==> config.mk <==
export PLATFORM = sky130hd
export DESIGN_NAME = seven_seg_bank
export DESIGN_NICKNAME = d
export VERILOG_FILES = /design/src/rtl/seven_seg_bank.sv
export SDC_FILE = /design/constraint.sdc
export NUM_CORES = 1
export LEC_CHECK = 0
export BUFFER_PORTS_ARGS = -buffer_cell sky130_fd_sc_hd__buf_2
export CAP_MARGIN = 5
export CORE_MARGIN = 5
export CORE_UTILIZATION = 59
export CTS_CLUSTER_SIZE = 30
export DETAILED_ROUTE_END_ITERATION = 12
export PLACE_DENSITY_LB_ADDON = 0.15
export SYNTH_ARGS = -nofsm -noshare
export SYNTH_HDL_FRONTEND = slang
export SYNTH_SLANG_ARGS = --single-unit
==> constraint.sdc <==
create_clock -name clock -period 2.05 [get_ports clock]
set_input_delay 0.3075 -clock clock [delete_from_list [all_inputs] [get_ports clock]]
set_output_delay 0.3075 -clock clock [all_outputs]
set_load 0.05 [all_outputs]
==> src/rtl/seven_seg_bank.sv <==
// Registered multi-digit seven-segment driver: glyph register file with addressed
// write and scroll-in, per-digit blink, leading-zero blanking, active-low output bus.
module seven_seg_bank #(
    parameter int NUM_DIGITS = 8,
    parameter int ADDR_W     = 3,
    parameter int BLINK_DIV  = 25000000,
    parameter int CNT_W      = 25
) (
    input  logic                    clock,
    input  logic                    reset,
    input  logic                    wr_en,
    input  logic [ADDR_W-1:0]       wr_addr,
    input  logic [4:0]              wr_data,
    input  logic                    shift_en,
    input  logic [4:0]              shift_data,
    input  logic [NUM_DIGITS-1:0]   blink_mask,
    input  logic                    blank_lz,
    output logic [7*NUM_DIGITS-1:0] seg_out,
    output logic                    blink_phase
);

    localparam int unsigned ND = NUM_DIGITS;
    localparam logic [4:0] CODE_BLANK = 5'd31;

    logic [4:0]             digit [ND];
    logic [CNT_W-1:0]       blink_cnt;
    logic [7*ND-1:0]        next_seg;
    logic                   live;
    logic                   dark;
    int unsigned            idx;

    function automatic logic [6:0] decode(input logic [4:0] code);
        case (code)
            5'd0:    decode = 7'b1000000;
            5'd1:    decode = 7'b1111001;
            5'd2:    decode = 7'b0100100;
            5'd3:    decode = 7'b0110000;
            5'd4:    decode = 7'b0011001;
            5'd5:    decode = 7'b0010010;
            5'd6:    decode = 7'b0000010;
            5'd7:    decode = 7'b1111000;
            5'd8:    decode = 7'b0000000;
            5'd9:    decode = 7'b0011000;
            5'd10:   decode = 7'b0001000;
            5'd11:   decode = 7'b0000011;
            5'd12:   decode = 7'b1000110;
            5'd13:   decode = 7'b0100001;
            5'd14:   decode = 7'b0000110;
            5'd15:   decode = 7'b0001110;
            5'd16:   decode = 7'b1000010;
            5'd17:   decode = 7'b0001001;
            default: decode = 7'b1111111;
        endcase
    endfunction

    // Scan from the most significant digit down; live goes high once a digit
    // showing a visible non-zero glyph has been seen, ending leading-zero blanking.
    always_comb begin
        next_seg = '1;
        live     = 1'b0;
        dark     = 1'b0;
        idx      = 0;
        for (int unsigned k = 0; k < ND; k++) begin
            idx  = ND - 1 - k;
            dark = blink_phase && blink_mask[idx];
            if (blank_lz && idx != 0 && digit[idx] == 5'd0 && !live)
                dark = 1'b1;
            if (digit[idx] != 5'd0 && digit[idx] < 5'd18)
                live = 1'b1;
            next_seg[7*idx +: 7] = dark ? 7'b1111111 : decode(digit[idx]);
        end
    end

    always_ff @(posedge clock) begin
        if (reset) begin
            for (int unsigned i = 0; i < ND; i++)
                digit[i] <= CODE_BLANK;
            blink_cnt   <= '0;
            blink_phase <= 1'b0;
            seg_out     <= '1;
        end else begin
            if (blink_cnt == CNT_W'(BLINK_DIV - 1)) begin
                blink_cnt   <= '0;
                blink_phase <= ~blink_phase;
            end else begin
                blink_cnt <= blink_cnt + 1'b1;
            end

            if (shift_en) begin
                for (int unsigned i = 1; i < ND; i++)
                    digit[i] <= digit[i-1];
                digit[0] <= shift_data;
            end else if (wr_en && 32'(wr_addr) < ND) begin
                digit[wr_addr] <= wr_data;
            end

            seg_out <= next_seg;
        end
    end

endmodule
==> qor.yml <==
finalSetupViolations: 0
irDropWorstVdd_mv: 0.616
worstMarginPinSlew_ns: 0.793
holdWs_ns: 0.169
place_congestion: 0.893
nFillCells: 854
slew-limit-headroom_pct: 47.1
worst_setup_path_start_kind: "register"
cp.required_ns: 2.33
hp-class: "in2reg"
skew_ns: 0.00902
slowest_delay_ns: 0.49
finish.utilization_pct: 71.9
syn_avg_cell_area_um2: 8.62
yosysWarningCount: 0
synth-main-ff-cell: "dfxtp_1"
core_area_um2: 11300
fmax_mhz: 506
clk_pin_slew_ns: 0.06
grt_pass1_wl_mm: 26.7
power_density_nw_per_um2: 741
insertion_delay_ns: 0.42
critical_path.slowest_cell: "or4b_4"
cts_sinks: 122
num_vias: 6123
endpoint_kind: "register"
start_util_pct: 59.8
p_leak_nw: 3.23
rows: 39
area_delta_synth_final_pct: 20.1
cts_tree: "built"
grt_pass1_vias: 5638
ant_nets: 0
dp_slack_ns: -0.0346
wl_per_cell_um: 15.9
first_pass_iters: 7
die_h_um: 117
grt_use_total_pct: 24.7
wl_mm: 16.6
grt_max_degree: 25
finalHoldViolCount: 0
rsz0062_at_grt: "yes"
path_buf_inv: 2
port_buffers: 82
gr-total-overflow: 0
die_w_um: 117
drv_slew: 0
synthDistinctLibCells: 63
cpLargestDelayFamily: "simple AND/OR/NAND/NOR gates"
dp_hpwl_mm: 11.7
yosys_register_bits: 122
crit_chain: "buf_4 -> or4b_4 -> o211ai_2 -> nor3_4 -> a221oi_4 -> buf_6 -> nand3_1"
cts_buffer_depth: 2
fin_crit_ns: 1.97
drv_cap: 0
synth_edf_count: 40
syn_inst: 786
cp_max_fo: 6
synth_area_um2: 6780
final_cell_mix: "nor2_1, nand2_1, dfxtp_1, buf_2, o21ai_0"
dieArea_um2: 13700
nets: 948
synthArstFlopShare_pct: 0
vias_per_cell: 5.86
final_common_cell: "nor2_1"
design.portCount: 83
synthesis.nets: 847
status: "finished, final reports clean"
layout-drive-gt1-share_pct: 19.4
drc_errors: 0
cp.arrival_ns: 2.26
postLayoutSetupSlackWorst_ns: 0.0755
drtIter0Drc: 533
cts_max_level: 4
crit_type: "reg2reg"
fin_crit_sh_pct: 96.3
cts_root_buffer: "clkbuf_16"
antenna_found_initial: 3
cts_buffers: 17
multiInputGateArea_um2: 3670
regArea_um2: 2840
ys_seq_area_share_pct: 42.0
==> per-stage QoR <==
| step | power, mW | cell area [um2] | TNS [ns] | std cells |
|---|---|---|---|---|
| after floorplan | 2.99 | 6780 | 0 | 786 |
| after global placement | 3.13 | 7450 | 0 | 1002 |
| after detailed placement | 3.14 | 7450 | -0.0346 | 1002 |
| after CTS | 6.04 | 8030 | 0 | 1035 |
| after global routing | 6.24 | 8140 | -0.0345 | 1044 |
| final | 6.03 | 8140 | 0 | 1044 |
==> worst min-delay path, cell delays in order <==
cell      delay, ns
buf_2          0.09
a211oi_1       0.10
nand2_1        0.06
==> worst paths after layout <==
check / start / to / slack, ns / depth (start not counted)
max: digit[6][1]$_DFFE_PP_ / seg_out[28]$_SDFF_PP1_ / 0.08 / 7
min: blink_mask[7] / seg_out[54]$_SDFF_PP1_ / 0.17 / 3
max reg2reg: digit[6][1]$_DFFE_PP_ / seg_out[28]$_SDFF_PP1_ / 0.08 / 7
min reg2reg: blink_cnt[0]$_SDFF_PP0_ / blink_cnt[0]$_SDFF_PP0_ / 0.47 / 1
==> layer usage <==
metal	up-vias	share of wire, %	track usage (%)
met5	-	0.13	0
met3	53	6.5	7.25
li1	3017	-	-
met2	218	49	41.2
met4	4	3.0	11.0
met1	2831	41	29.6
==> layout make-up <==
class                           instances  area share (%)
Clock buffer                           18            5.27
Clock inverter                         14            1.81
Antenna cell                            1          0.0307
Inverter                               29            1.34
Tap cell                              143            2.20
Sequential cell                       122            34.9
Timing Repair Buffer                  126            9.30
Multi-Input combinational cell        591            45.1
==> state kept, by name (all words and copies together) (netlist names) <==
name and flops:
digit 40, blink_cnt 25, seg_out 56, blink_phase 1
==> synthesized netlist by cell type, types with 5 or more instances <==
cell type,count,area [um2]
nand3_1,22,110
nand2b_1,17,106
mux2i_1,7,70.1
inv_1,29,109
clkbuf_1,32,120
and3_1,17,106
nor2_1,96,360
a21oi_1,39,195
o31ai_1,6,45.0
edfxtp_1,40,1200
xor2_1,16,140
o22a_1,30,263
o211ai_1,9,67.6
nand2_1,95,357
a211oi_1,17,128
dfxtp_1,82,1640
o21ai_0,69,345
ha_1,35,438
xnor2_1,8,70.1
nand4_1,10,62.6
nor3_1,22,110
nor2b_1,13,81.3
clkbuf_2,5,25.0
==> power breakdown <==
group          total, mW  leakage [nW]  switching (mW)  internal (mW)
Clock               2.92         0.270            1.13           1.79
Sequential          2.61         0.985          0.0563           2.55
Combinational      0.505          1.97           0.328          0.176
==> cells by family (layout without fill, tap and decap cells) <==
group	after synthesis	after routing	synth area share [%]
AOI/OAI and AO/OA	207	207	20.6
xor gates and xnor gates	24	24	3.10
adders and majority gates	35	35	6.46
buffers and inverters	73	187	4.45
DFF	122	122	42.0
muxes	8	8	1.20
other	0	1	0
and+or+nand+nor	317	317	22.2
==> repair_timing <==
action | 4_1_cts | 5_1_grt
setup buffers | 1 | 8
setup endpoints to repair | 2 | 31
hold buffers | 0 | 0
pin swaps | 1 | 4
resized for setup | 0 | 8
Note: power is estimated with default switching activity, not from simulation.
